==> src/rtl/ps2_pkg.sv <==
// Shared scan-code constants, FSM state encoding and key event layout
// for the PS/2 key scheduler.
package ps2_pkg;

  localparam logic [7:0] SC_EXT   = 8'hE0;
  localparam logic [7:0] SC_BRK   = 8'hF0;
  localparam logic [7:0] SC_PAUSE = 8'hE1;

  typedef enum logic [1:0] {
    IDLE    = 2'd0,
    CAPTURE = 2'd1,
    ACK     = 2'd2,
    WAIT_LO = 2'd3
  } state_t;

  typedef struct packed {
    logic       ext;
    logic       brk;
    logic [7:0] code;
  } key_evt_t;

  // Keyboard status/response bytes carry no key information.
  function automatic logic is_status(input logic [7:0] b);
    case (b)
      8'h00, 8'hAA, 8'hEE, 8'hFA, 8'hFC, 8'hFE, 8'hFF: return 1'b1;
      default:                                         return 1'b0;
    endcase
  endfunction

endpackage

==> src/rtl/ps2_evt_fifo.sv <==
// Synchronous event FIFO; head entry is presented directly from the storage
// flops and forced to zero while empty.
module ps2_evt_fifo #(
  parameter int  DEPTH = 8,
  parameter type T     = logic [9:0],
  localparam int AW    = (DEPTH > 1) ? $clog2(DEPTH) : 1,
  localparam int CW    = $clog2(DEPTH) + 1
) (
  input  logic          clk,
  input  logic          rst_n,
  input  logic          push_i,
  input  T              din_i,
  input  logic          pop_i,
  output T              dout_o,
  output logic          full_o,
  output logic          empty_o,
  output logic [CW-1:0] count_o
);

  T              mem_q [DEPTH];
  logic [AW-1:0] wr_ptr_q, rd_ptr_q;
  logic [CW-1:0] count_q;
  logic          do_push, do_pop;

  assign empty_o = (count_q == '0);
  assign full_o  = (count_q == CW'(DEPTH));
  assign count_o = count_q;
  assign dout_o  = empty_o ? T'('0) : mem_q[rd_ptr_q];

  // A full FIFO still accepts a push when the head leaves in the same cycle.
  assign do_pop  = pop_i & ~empty_o;
  assign do_push = push_i & (~full_o | do_pop);

  always_ff @(posedge clk or negedge rst_n) begin
    if (!rst_n) begin
      for (int i = 0; i < DEPTH; i++) mem_q[i] <= T'('0);
      wr_ptr_q <= '0;
      rd_ptr_q <= '0;
      count_q  <= '0;
    end else begin
      if (do_push) begin
        mem_q[wr_ptr_q] <= din_i;
        wr_ptr_q        <= wr_ptr_q + AW'(1);
      end
      if (do_pop) rd_ptr_q <= rd_ptr_q + AW'(1);
      case ({do_push, do_pop})
        2'b10:   count_q <= count_q + CW'(1);
        2'b01:   count_q <= count_q - CW'(1);
        default: count_q <= count_q;
      endcase
    end
  end

endmodule

==> src/rtl/ps2_key_scheduler.sv <==
// Handshakes with the PS/2 byte receiver, merges E0/F0 prefixes into one
// event per key, queues events for the CPU and tracks the flap key level.
//
//  state   | meaning
//  IDLE    | waiting for synced rx_valid rising edge
//  CAPTURE | sample rx_data, decode, push event
//  ACK     | hold rx_ack for ACK_CYCLES cycles
//  WAIT_LO | wait for rx_valid to drop, bounded by TIMEOUT_CYC
module ps2_key_scheduler
  import ps2_pkg::*;
#(
  parameter int         FIFO_DEPTH  = 8,
  parameter int         ACK_CYCLES  = 4,
  parameter int         TIMEOUT_CYC = 50000,
  parameter logic [7:0] KEY_CODE    = 8'h29,
  localparam int        CNT_W       = $clog2(FIFO_DEPTH) + 1
) (
  input  logic             clk,
  input  logic             rst_n,
  input  logic             rx_valid,
  input  logic [7:0]       rx_data,
  output logic             rx_ack,
  input  logic             evt_pop,
  output logic             evt_valid,
  output logic [9:0]       evt_data,
  output logic [CNT_W-1:0] evt_count,
  output logic             overflow,
  output logic             timeout_err,
  input  logic             err_clr,
  output logic             key_held
);

  localparam int TMR_MAX = (TIMEOUT_CYC > ACK_CYCLES) ? TIMEOUT_CYC : ACK_CYCLES;
  localparam int TMR_W   = $clog2(TMR_MAX + 1);
  localparam logic [TMR_W-1:0] ACK_LOAD = TMR_W'(ACK_CYCLES - 1);
  localparam logic [TMR_W-1:0] TO_LOAD  = TMR_W'(TIMEOUT_CYC - 1);

  state_t           state_q, state_d;
  logic [TMR_W-1:0] tmr_q, tmr_d;
  logic [2:0]       vld_sync_q;
  logic [7:0]       byte_q, byte_d;
  logic             ext_pend_q, ext_pend_d;
  logic             brk_pend_q, brk_pend_d;
  logic             key_held_q, key_held_d;
  logic             overflow_q, overflow_d;
  logic             timeout_q, timeout_d;
  logic             ack_q, ack_d;

  logic             vld_s, vld_rise;
  logic             push, to_set, drop;
  key_evt_t         push_evt, head_evt;
  logic             fifo_full, fifo_empty;

  // Bits 0/1 form the synchronizer; bit 2 is the previous synced value for edge detect.
  always_ff @(posedge clk or negedge rst_n) begin
    if (!rst_n) vld_sync_q <= '0;
    else        vld_sync_q <= {vld_sync_q[1:0], rx_valid};
  end

  assign vld_s    = vld_sync_q[1];
  assign vld_rise = vld_sync_q[1] & ~vld_sync_q[2];

  always_ff @(posedge clk or negedge rst_n) begin
    if (!rst_n) begin
      state_q    <= IDLE;
      tmr_q      <= '0;
      byte_q     <= '0;
      ext_pend_q <= 1'b0;
      brk_pend_q <= 1'b0;
      key_held_q <= 1'b0;
      overflow_q <= 1'b0;
      timeout_q  <= 1'b0;
      ack_q      <= 1'b0;
    end else begin
      state_q    <= state_d;
      tmr_q      <= tmr_d;
      byte_q     <= byte_d;
      ext_pend_q <= ext_pend_d;
      brk_pend_q <= brk_pend_d;
      key_held_q <= key_held_d;
      overflow_q <= overflow_d;
      timeout_q  <= timeout_d;
      ack_q      <= ack_d;
    end
  end

  always_comb begin
    state_d    = state_q;
    tmr_d      = tmr_q;
    byte_d     = byte_q;
    ext_pend_d = ext_pend_q;
    brk_pend_d = brk_pend_q;
    key_held_d = key_held_q;
    push       = 1'b0;
    to_set     = 1'b0;
    push_evt   = '{ext: ext_pend_q, brk: brk_pend_q, code: rx_data};

    case (state_q)
      IDLE: begin
        if (vld_rise) state_d = CAPTURE;
      end
      CAPTURE: begin
        byte_d = rx_data;
        if (rx_data == SC_EXT) begin
          ext_pend_d = 1'b1;
        end else if (rx_data == SC_BRK) begin
          brk_pend_d = 1'b1;
        end else if (rx_data == SC_PAUSE) begin
          ext_pend_d = 1'b0;
          brk_pend_d = 1'b0;
        end else if (!is_status(rx_data)) begin
          push       = 1'b1;
          ext_pend_d = 1'b0;
          brk_pend_d = 1'b0;
          // Tracked regardless of whether the FIFO has room for the event.
          if (!ext_pend_q && rx_data == KEY_CODE) key_held_d = ~brk_pend_q;
        end
        tmr_d   = ACK_LOAD;
        state_d = ACK;
      end
      ACK: begin
        if (tmr_q == '0) begin
          tmr_d   = TO_LOAD;
          state_d = WAIT_LO;
        end else begin
          tmr_d = tmr_q - TMR_W'(1);
        end
      end
      WAIT_LO: begin
        if (!vld_s) begin
          state_d = IDLE;
        end else if (tmr_q == '0) begin
          to_set     = 1'b1;
          ext_pend_d = 1'b0;
          brk_pend_d = 1'b0;
          state_d    = IDLE;
        end else begin
          tmr_d = tmr_q - TMR_W'(1);
        end
      end
      default: state_d = IDLE;
    endcase
  end

  // A push into a full FIFO survives only if the head is popped in the same cycle.
  assign drop = push & fifo_full & ~evt_pop;

  always_comb begin
    overflow_d = overflow_q;
    timeout_d  = timeout_q;
    if (err_clr) begin
      overflow_d = 1'b0;
      timeout_d  = 1'b0;
    end
    if (drop)   overflow_d = 1'b1;
    if (to_set) timeout_d  = 1'b1;
  end

  // Registered so the receiver's async-set input never sees decode glitches.
  assign ack_d = (state_d == ACK);

  ps2_evt_fifo #(
    .DEPTH (FIFO_DEPTH),
    .T     (key_evt_t)
  ) u_fifo (
    .clk     (clk),
    .rst_n   (rst_n),
    .push_i  (push),
    .din_i   (push_evt),
    .pop_i   (evt_pop),
    .dout_o  (head_evt),
    .full_o  (fifo_full),
    .empty_o (fifo_empty),
    .count_o (evt_count)
  );

  assign rx_ack      = ack_q;
  assign evt_valid   = ~fifo_empty;
  assign evt_data    = head_evt;
  assign overflow    = overflow_q;
  assign timeout_err = timeout_q;
  assign key_held    = key_held_q;

endmodule

==> config.mk <==
export PLATFORM = sky130hd
export DESIGN_NAME = ps2_key_scheduler
export DESIGN_NICKNAME = d
export VERILOG_FILES = /design/src/rtl/ps2_pkg.sv /design/src/rtl/ps2_evt_fifo.sv /design/src/rtl/ps2_key_scheduler.sv
export SDC_FILE = /design/constraint.sdc
export NUM_CORES = 1
export LEC_CHECK = 0
export BUFFER_PORTS_ARGS = -buffer_cell sky130_fd_sc_hd__buf_2
export CORE_ASPECT_RATIO = 2
export CORE_MARGIN = 2
export CORE_UTILIZATION = 60
export CTS_CLUSTER_SIZE = 40
export DETAILED_ROUTE_END_ITERATION = 12
export PLACE_DENSITY = 0.78
export SLEW_MARGIN = 15
export SYNTH_ARGS = -nofsm -noshare
export SYNTH_HDL_FRONTEND = slang
export SYNTH_SLANG_ARGS = --single-unit
==> constraint.sdc <==
create_clock -name clk -period 3.11 [get_ports clk]
set_input_delay 0 -clock clk [delete_from_list [all_inputs] [get_ports clk]]
set_output_delay 0 -clock clk [all_outputs]
set_load 0.02 [all_outputs]
==> results.sh, run 1 <==
export IMPL_status="completed"
export IMPL_synth_most_common_cell="dfrtp_1"
export IMPL_die_w_um=74.87
export IMPL_drive_above_1_share=0.3729
export IMPL_n_fill_cell=651
export IMPL_cts_root_buf="clkbuf_16"
export IMPL_slew_headroom=0.3695
export IMPL_slowest_delay_ns=0.53
export IMPL_final_hold_violation_count=0
export IMPL_p_comb_frac=0.347
export IMPL_synth_warnings=0
export IMPL_htree_levels=4
export IMPL_cp_top_family="simple AND/OR/NAND/NOR gates"
export IMPL_start_util=0.6173
export IMPL_rsz0062_at_grt="no"
export IMPL_grt_pass1_wl_mm=23.39
export IMPL_grt_usage=0.2916
export IMPL_place_gp_congestion=0.9458
export IMPL_synthAdderAreaFrac=0.01246
export IMPL_clock_path_buffers=2
export IMPL_ant_nets=0
export IMPL_ios=32
export IMPL_portBuffers=31
export IMPL_worstMarginPinSlew_ns=0.9458
export IMPL_finClkSkew_ns=0.005219
export IMPL_post_route_drc_count=0
export IMPL_clkSinkCount=117
export IMPL_synth_edf_count=0
export IMPL_synth_xor_area_share=0.02325
export IMPL_synth_top_family_by_area="multiplexers"
export IMPL_holdWs_ns=0.05886
export IMPL_core_area_mm2=0.009763
export IMPL_gr_total_overflow=0
export IMPL_power_frac_seq=0.359
export IMPL_netlist_top_cells_area="dfrtp_1 (49%), mux2_2 (15%), mux4_2 (7.5%)"
export IMPL_cpMostUsedCell="xor2_1"
export IMPL_period_share=0.9099
export IMPL_insertion_delay_ns=0.41
export IMPL_path_class="input pin to register"
export IMPL_yosysUniqueCellTypes=64
export IMPL_synth_async_reset_ratio=1.000
export IMPL_hpwl_mm=9.751
export IMPL_path_cells="dlygate4sd3_1 > buf_2 > nor4b_1 > a41oi_2 > nand2_4 > nor2_1 > inv_1 > ha_1 > xor2_1 > ha_1 > a21oi_1 > xor2_1 > nor2_1 > xor2_1"
export IMPL_cp_slowest_cell="dlygate4sd3_1"
export IMPL_power_density_mw_per_mm2=983.8
export IMPL_fmax_ghz=0.3534
export IMPL_leakagePower_nw=2.975
export IMPL_cts_inserted_buffers=17
export IMPL_design_die_area_mm2=0.01091
export IMPL_p_sw_frac=0.3459
export IMPL_drtIter0Drc=307
export IMPL_crit_buf_inv=3
export IMPL_cts_resized=0
export IMPL_cp_required_ns=3.39
export IMPL_rows=51
export IMPL_synth_main_ff_cell="dfrtp_1"
export IMPL_post_place_ws_ns=0.3815
export IMPL_cap_viol_max_count=0
export IMPL_worstPathArrival_ns=3.11
export IMPL_clk_pin_slew_ns=0.05
export IMPL_antenna_found_initial=0
export IMPL_grt_pass1_vias=4608
export IMPL_clockPowerShare=0.294
export IMPL_startpoint_type="input pin"
export IMPL_holdBufCountCts=5
export IMPL_hp_class="input pin to register"
export IMPL_setup_viol=0
export IMPL_netSwitchingPower_mw=2.392
export IMPL_via_count=4156
export IMPL_syn_nets=495
export IMPL_cts_setup_buffers=0
export IMPL_synth_compound_area_share=0.07266
export IMPL_seq_area_mm2=0.002928
export IMPL_worst_slack_ns=0.2801
export IMPL_synth_area_per_cell_um2=12.66
export IMPL_synthesis_area_mm2=0.006027
export IMPL_min_period_ns=2.830
export IMPL_synth_mux_area_frac=0.2499
export IMPL_netlist_area_leader_share=0.4858
export IMPL_synth_cells=476
export IMPL_synth_commonest_cells="dfrtp_1 (117), mux2_2 (81), nor2_1 (27)"
export IMPL_wirelength_mm=14.32
export IMPL_power_mw=6.916
export IMPL_grt_max_degree=76
export IMPL_multi_input_area_mm2=0.002943
export IMPL_die_h_um=145.7
export IMPL_ys_ff_latch=117
export IMPL_crit_path_end_kind="register"
export IMPL_power_internal_mw=4.523
export IMPL_dr_pass1_iters=5
export IMPL_routed_via_density=6.268
export IMPL_fin_nets=537
export IMPL_design_area_mm2=0.007029
export IMPL_ir_worst_vdd_uv=620.9
export IMPL_yosysTopAreaCell="dfrtp_1"
export IMPL_wl_per_cell_um=21.60
export IMPL_cts_tree="built"
export IMPL_antennaDiodeCount=0
export IMPL_area_growth_pct=16.63
export IMPL_synth_seq_area_share=0.4858
export IMPL_cp_max_fo=12
export IMPL_slew_violations=0
export IMPL_dpl_cell_area_mm2=0.006362
export IMPL_tns_ns=0
export IMPL_synth_simple_area_share=0.1279
==> cell usage in the layout, fill, tap and decap left out, types with 6 or more instances in the layout <==
master       n
nand3_1     12
inv_1       11
nor2_1      27
mux2i_1     11
xor2_1       7
clkbuf_16   17
nor4_4       6
o21ai_0     13
mux4_2      20
mux2_2      81
ha_1         6
or4_1        6
nand2_1     20
dfrtp_1    117
xnor2_1      9
buf_4       18
buf_2       30
nor3_1       9
a21oi_1     11
nand2b_1     6
==> power groups by stage <==
stage                     combinational [mW]  sequential (mW)  clock [mW]
after global routing                    2.65             2.55        2.13
after global placement                  2.33             2.44           0
final                                   2.40             2.48        2.03
after CTS                               2.43             2.48        2.06
after floorplan                         1.89             2.31           0
after detailed placement                2.40             2.49           0
==> flip-flops by register name, summed over array words and instances, names as in the netlist, 2 cells and up <==
register and count:
tmr_q 16, u_fifo.mem_q 80, u_fifo.wr_ptr_q 3, state_q 2
u_fifo.rd_ptr_q 3, u_fifo.count_o 4, vld_sync_q 3
==> cell type report <==
cell class / instances / area share
multi-input combinational: 318 / 0.4187
sequential: 117 / 0.4165
clock buffer: 22 / 0.06604
timing repair buffer: 53 / 0.04770
tap: 132 / 0.02350
clock inverter: 10 / 0.02172
inverter: 11 / 0.005874
==> final timing paths <==
kind                               start           endpoint  slack, ns  depth (start not counted)
min in group asynchronous          rst_n          tmr_q[12]       0.26                          2
min reg2reg                vld_sync_q[0]      vld_sync_q[1]       0.35                          0
min                           rx_data[6]   u_fifo.mem_q[16]       0.06                          2
max                           rx_data[1]  u_fifo.count_o[2]       0.28                         14
max in group asynchronous          rst_n   u_fifo.mem_q[78]       1.99                          3
max reg2reg                   state_q[1]  u_fifo.count_o[2]       0.38                         12
==> per-stage QoR <==
| stage | util | instances |
|---|---|---|
| after CTS | 0.7200 | 663 |
| after global placement | 0.6517 | 626 |
| after global routing | 0.7200 | 663 |
| after floorplan | - | 476 |
| after detailed placement | 0.6517 | 626 |
| final | 0.7200 | 663 |
==> logic make-up (layout without fill, tap and decap cells) <==
family,count (synthesis),after routing
and+or+nand+nor,120,120
DFF,117,117
muxes,115,115
AOI/OAI and AO/OA,61,61
buffers and inverters,41,96
xor gates and xnor gates,16,16
adders and majority gates,6,6
==> metal layers <==
metal	GRT usage	share of wire	vias to the layer above
met5	0	0	-
met4	0.1330	0.032	0
met3	0.07618	0.033	34
met2	0.5127	0.57	117
met1	0.3116	0.37	2149
li1	-	-	1856
Note: power is estimated with default switching activity, not from simulation.
==> run 2, diff against run 1 <==
--- a/config.mk
+++ b/config.mk
@@ -11,7 +11,8 @@
 export CORE_UTILIZATION = 60
 export CTS_CLUSTER_SIZE = 40
 export DETAILED_ROUTE_END_ITERATION = 12
-export PLACE_DENSITY = 0.78
+export PLACE_DENSITY = 0.79
+export SKIP_CTS_REPAIR_TIMING = 1
 export SLEW_MARGIN = 15
 export SYNTH_ARGS = -nofsm -noshare
 export SYNTH_HDL_FRONTEND = slang
==> run 2 against run 1 <==
  * Setup slack better by 0.15 ns
  * Cell area barely moved
  * Non-clock buffer count down 3
  * Clock-buffer cell count shrank 2
  * Critical endpoint unchanged
  * Largest cell class unchanged
  * Largest power group unchanged
==> results.sh, run 2 (synthesized netlist as in run 1, its figures left out) <==
export IMPL_final_hold_violation_count=0
export IMPL_insertion_delay_ns=0.42
export IMPL_ios=32
export IMPL_path_class="register to register"
export IMPL_status="completed"
export IMPL_period_share=0.8619
export IMPL_ant_nets=0
export IMPL_antennaDiodeCount=0
export IMPL_ir_worst_vdd_uv=599.0
export IMPL_dr_pass1_iters=5
export IMPL_design_die_area_mm2=0.01091
export IMPL_path_cells="nand2b_1 > a41oi_2 > nand2_4 > nor2_1 > inv_1 > ha_1 > xor2_1 > ha_1 > a21oi_1 > xor2_1 > nor2_1 > xor2_1"
export IMPL_dpl_cell_area_mm2=0.006367
export IMPL_worstRegToRegCells=12
export IMPL_rows=51
export IMPL_slew_headroom=0.3705
export IMPL_gr_total_overflow=0
export IMPL_core_area_mm2=0.009763
export IMPL_slew_violations=0
export IMPL_clkSinkCount=117
export IMPL_largest_reg_flops=80
export IMPL_ff2ff_setup_slack_ns=0.43
export IMPL_n_fill_cell=690
export IMPL_grt_max_degree=72
export IMPL_design_area_mm2=0.007032
export IMPL_grt_pass1_vias=4420
export IMPL_holdWs_ns=0.0001378
export IMPL_dp_cells=625
export IMPL_tns_ns=0
export IMPL_place_gp_congestion=0.9063
export IMPL_min_period_ns=2.680
export IMPL_cap_viol_max_count=0
export IMPL_cts_inserted_buffers=17
export IMPL_r2r_start="state_q[1]"
export IMPL_die_w_um=74.87
export IMPL_via_count=4168
export IMPL_power_density_mw_per_mm2=990.2
export IMPL_hold_start="rx_data[1]"
export IMPL_routed_via_density=6.315
export IMPL_post_route_drc_count=0
export IMPL_cts_tree="built"
export IMPL_die_h_um=145.7
export IMPL_fin_cells=660
export IMPL_startpoint_type="register"
export IMPL_wirelength_mm=14.60
export IMPL_antenna_found_initial=0
export IMPL_area_growth_pct=16.67
export IMPL_setup_viol=0
export IMPL_fmax_ghz=0.3731
export IMPL_drtIter0Drc=394
export IMPL_cts_root_buf="clkbuf_16"
export IMPL_top_register="u_fifo.mem_q"
export IMPL_cp_required_ns=3.41
export IMPL_hpwl_mm=9.686
export IMPL_layout_common_cells="dfrtp_1 (117), mux2_2 (81), buf_2 (30)"
export IMPL_fin_nets=534
export IMPL_cpMostUsedCell="xor2_1"
export IMPL_worstMarginPinSlew_ns=0.9443
export IMPL_worstReg2RegEnd="u_fifo.count_o[2]"
export IMPL_leakagePower_nw=2.961
export IMPL_crit_path_end_kind="register"
export IMPL_setup_worst_path_start="state_q[1]"
export IMPL_start_util=0.6173
export IMPL_hp_class="input pin to register"
export IMPL_finClkSkew_ns=0.006845
export IMPL_drive_above_1_share=0.3769
export IMPL_hold_path_end="u_fifo.mem_q[21]"
export IMPL_whs_path_depth=2
export IMPL_worstPathArrival_ns=2.98
export IMPL_wl_per_cell_um=22.12
export IMPL_portBuffers=31
export IMPL_slowest_delay_ns=0.38
export IMPL_grt_usage=0.2933
export IMPL_clk_pin_slew_ns=0.05
export IMPL_cp_slowest_cell="dfrtp_1"
export IMPL_layout_commonest_cell="dfrtp_1"
export IMPL_post_place_ws_ns=0.4532
export IMPL_grt_pass1_wl_mm=23.32
export IMPL_htree_levels=4
export IMPL_rsz0062_at_grt="no"
export IMPL_clock_path_buffers=2
export IMPL_worst_slack_ns=0.4296
export IMPL_cp_max_fo=9
-- run 2: report_power, final --
part	switching, mW	internal, mW	total (mW)
combinational	1.23	1.14	2.37
clock	0.700	1.38	2.08
sequential	0.511	2.01	2.52
-- run 2: per-stage QoR --
step	power, mW	utilization
6_report	6.963	0.7202
5_1_grt	7.323	0.7202
4_1_cts	6.999	0.7172
3_5_place_dp	4.879	0.6522
3_3_place_gp	4.770	0.6522
2_1_floorplan	4.201	-
-- run 2: final cells by class --
class | count | area, µm² | share of cell area
clock buffers | 20 | 456.7 | 0.06495
clock inverters | 12 | 177.7 | 0.02527
inverters | 11 | 41.29 | 0.005872
multi-input cells | 318 | 2943 | 0.4185
flip-flops and latches | 117 | 2928 | 0.4164
well taps | 132 | 165.2 | 0.02349
repair buffers | 50 | 320.3 | 0.04555
-- run 2: critical path, delay by kind of cell (launching register included) --
family                     cells  cell delay (ns)
and+or+nand+nor                4             0.72
xor gates and xnor gates       3             0.48
adders and majority gates      2             0.45
AOI/OAI and AO/OA              2             0.43
DFF                            1             0.38
buffers and inverters          1             0.10
-- run 2: worst max-delay path by stage --
stage	end	slack, ns
after floorplan	u_fifo.count_o[2]	0.53
after global placement	u_fifo.count_o[2]	0.54
after detailed placement	u_fifo.count_o[2]	0.45
after CTS	u_fifo.count_o[2]	0.44
after global routing	u_fifo.count_o[2]	0.23
final	u_fifo.count_o[2]	0.43
-- run 2: per-layer routing --
layer / routed length (µm) / GRT usage / up-vias
met5: 0 / 0 / -
met4: 609 / 0.1429 / 0
met3: 512 / 0.06787 / 51
met2: 8207 / 0.5105 / 138
met1: 5269 / 0.3203 / 2136
li1: - / - / 1843
==> run 3, diff against run 2 <==
--- a/config.mk
+++ b/config.mk
@@ -12,6 +12,7 @@
 export CTS_CLUSTER_SIZE = 40
 export DETAILED_ROUTE_END_ITERATION = 12
 export PLACE_DENSITY = 0.79
+export RECOVER_POWER = 50
 export SKIP_CTS_REPAIR_TIMING = 1
 export SLEW_MARGIN = 15
 export SYNTH_ARGS = -nofsm -noshare
==> run 3 against run 2 <==
  * The flow now finishes with violations (negative hold slack, max-capacitance violations, max-slew violations)
  * Sequential power about the same
  * Global-route usage unchanged
  * Utilization decreased by 0.13 points
  * Clock power about the same
  * Critical path depth unchanged
  * Flip-flop and latch count unchanged
  * Final cell count unchanged
  * Clock skew about the same
  * Cell area decreased by 0.18%
  * Critical path type unchanged
  * Largest cell class unchanged
==> results.sh, run 3 (synthesized netlist as in run 1, its figures left out) <==
export IMPL_clkSinkCount=117
export IMPL_insertion_delay_ns=0.42
export IMPL_die_w_um=74.87
export IMPL_min_period_ns=2.675
export IMPL_cts_root_buf="clkbuf_16"
export IMPL_post_route_drc_count=0
export IMPL_power_internal_mw=4.514
export IMPL_startpoint_type="register"
export IMPL_gr_total_overflow=0
export IMPL_cpMostUsedCell="xor2_1"
export IMPL_slowest_delay_ns=0.38
export IMPL_cp_top_family="simple AND/OR/NAND/NOR gates"
export IMPL_power_frac_seq=0.363
export IMPL_power_density_mw_per_mm2=990.6
export IMPL_path_class="register to register"
export IMPL_ios=32
export IMPL_grt_pass1_vias=4420
export IMPL_grt_usage=0.2933
export IMPL_whs_path_depth=2
export IMPL_start_util=0.6173
export IMPL_antenna_found_initial=0
export IMPL_period_share=0.8603
export IMPL_layout_common_cells="dfrtp_1 (117), mux2_2 (81), nor2_1 (27)"
export IMPL_finClkSkew_ns=0.007240
export IMPL_p_sw_frac=0.3508
export IMPL_ir_worst_vdd_uv=600.0
export IMPL_dr_pass1_iters=4
export IMPL_holdWs_ns=-0.004565
export IMPL_worstRegToRegCells=12
export IMPL_cp_required_ns=3.41
export IMPL_cp_slowest_cell="dfrtp_1"
export IMPL_post_place_ws_ns=0.4532
export IMPL_path_cells="nand2b_1 > a41oi_2 > nand2_4 > nor2_1 > inv_1 > ha_1 > xor2_1 > ha_1 > a21oi_1 > xor2_1 > nor2_1 > xor2_1"
export IMPL_fin_nets=534
export IMPL_hold_start="rx_data[1]"
export IMPL_place_gp_congestion=0.9063
export IMPL_portBuffers=31
export IMPL_layout_commonest_cell="dfrtp_1"
export IMPL_leakagePower_nw=2.934
export IMPL_clk_pin_slew_ns=0.05
export IMPL_wl_per_cell_um=22.19
export IMPL_n_fill_cell=692
export IMPL_status="complete, but fails checks"
export IMPL_r2r_start="state_q[1]"
export IMPL_drive_above_1_share=0.3617
export IMPL_cap_viol_max_count=1
export IMPL_ant_nets=0
export IMPL_largest_reg_flops=80
export IMPL_grt_max_degree=72
export IMPL_drtIter0Drc=321
export IMPL_final_hold_violation_count=6
export IMPL_die_h_um=145.7
export IMPL_worstMarginPinSlew_ns=1.820
export IMPL_rows=51
export IMPL_tns_ns=0
export IMPL_via_count=4158
export IMPL_clockPowerShare=0.299
export IMPL_cts_inserted_buffers=17
export IMPL_hold_path_end="u_fifo.mem_q[21]"
export IMPL_slew_violations=71
export IMPL_hp_class="input pin to register"
export IMPL_ff2ff_setup_slack_ns=0.43
export IMPL_routed_via_density=6.300
export IMPL_design_die_area_mm2=0.01091
export IMPL_htree_levels=4
export IMPL_wirelength_mm=14.65
export IMPL_crit_path_end_kind="register"
export IMPL_fin_util=0.7190
export IMPL_setup_viol=0
export IMPL_worstReg2RegEnd="u_fifo.count_o[2]"
export IMPL_cp_max_fo=9
export IMPL_rsz0062_at_grt="no"
export IMPL_setup_worst_path_start="state_q[1]"
export IMPL_antennaDiodeCount=0
export IMPL_crit_buf_inv=1
export IMPL_p_comb_frac=0.338
export IMPL_fmax_ghz=0.3738
export IMPL_core_area_mm2=0.009763
export IMPL_grt_pass1_wl_mm=23.32
export IMPL_worst_slack_ns=0.4346
export IMPL_area_growth_pct=16.46
export IMPL_clock_path_buffers=2
export IMPL_top_register="u_fifo.mem_q"
export IMPL_slew_headroom=-0.2131
export IMPL_cts_tree="built"
export IMPL_netSwitchingPower_mw=2.439
export IMPL_violations="negative hold slack, max-capacitance violations, max-slew violations"
export IMPL_worstPathArrival_ns=2.97
export IMPL_hpwl_mm=9.686
run 3: area by class of cell:
class	instances	area (µm²)	share of cell area
multi-input combinational	318	2943	0.4193
clock inverter	12	177.7	0.02531
timing repair buffer	50	307.8	0.04385
clock buffer	20	456.7	0.06506
inverter	11	41.29	0.005882
tap	132	165.2	0.02353
sequential	117	2928	0.4171
run 3: metal layers:
metal / part of all wire / track usage / vias up
met5: 0 / 0 / -
met1: 0.36 / 0.3203 / 2144
met3: 0.032 / 0.06787 / 46
li1: - / - / 1847
met2: 0.57 / 0.5105 / 121
met4: 0.038 / 0.1429 / 0
run 3: worst reg2reg max path: cells and delay by family (launching register included):
kind	cells	cell delay, ns
AOI/OAI and AO/OA	2	0.42
xor gates and xnor gates	3	0.48
adders and majority gates	2	0.45
buffers and inverters	1	0.10
DFF	1	0.38
and+or+nand+nor	4	0.72
run 3: power by group through the flow:
stage / Combinational (mW) / Clock [mW] / Sequential [mW]
floorplan: 1.89 / 0 / 2.31
global placement: 2.30 / 0 / 2.47
detailed placement: 2.36 / 0 / 2.51
CTS: 2.38 / 2.10 / 2.52
global route: 2.57 / 2.17 / 2.58
finish: 2.35 / 2.08 / 2.52
run 3: worst max path at each step:
stage	to	cells past startpoint
finish	u_fifo.count_o[2]	12
detailed placement	u_fifo.count_o[2]	12
global route	u_fifo.count_o[2]	12
CTS	u_fifo.count_o[2]	12
floorplan	u_fifo.count_o[2]	13
global placement	u_fifo.count_o[2]	12
run 3: per-stage QoR:
step,cell area (µm²),total power [mW],cells
6_report,7019,6.953,660
5_1_grt,7019,7.316,660
4_1_cts,7002,6.999,657
3_5_place_dp,6367,4.879,625
3_3_place_gp,6367,4.770,625
2_1_floorplan,6027,4.201,476
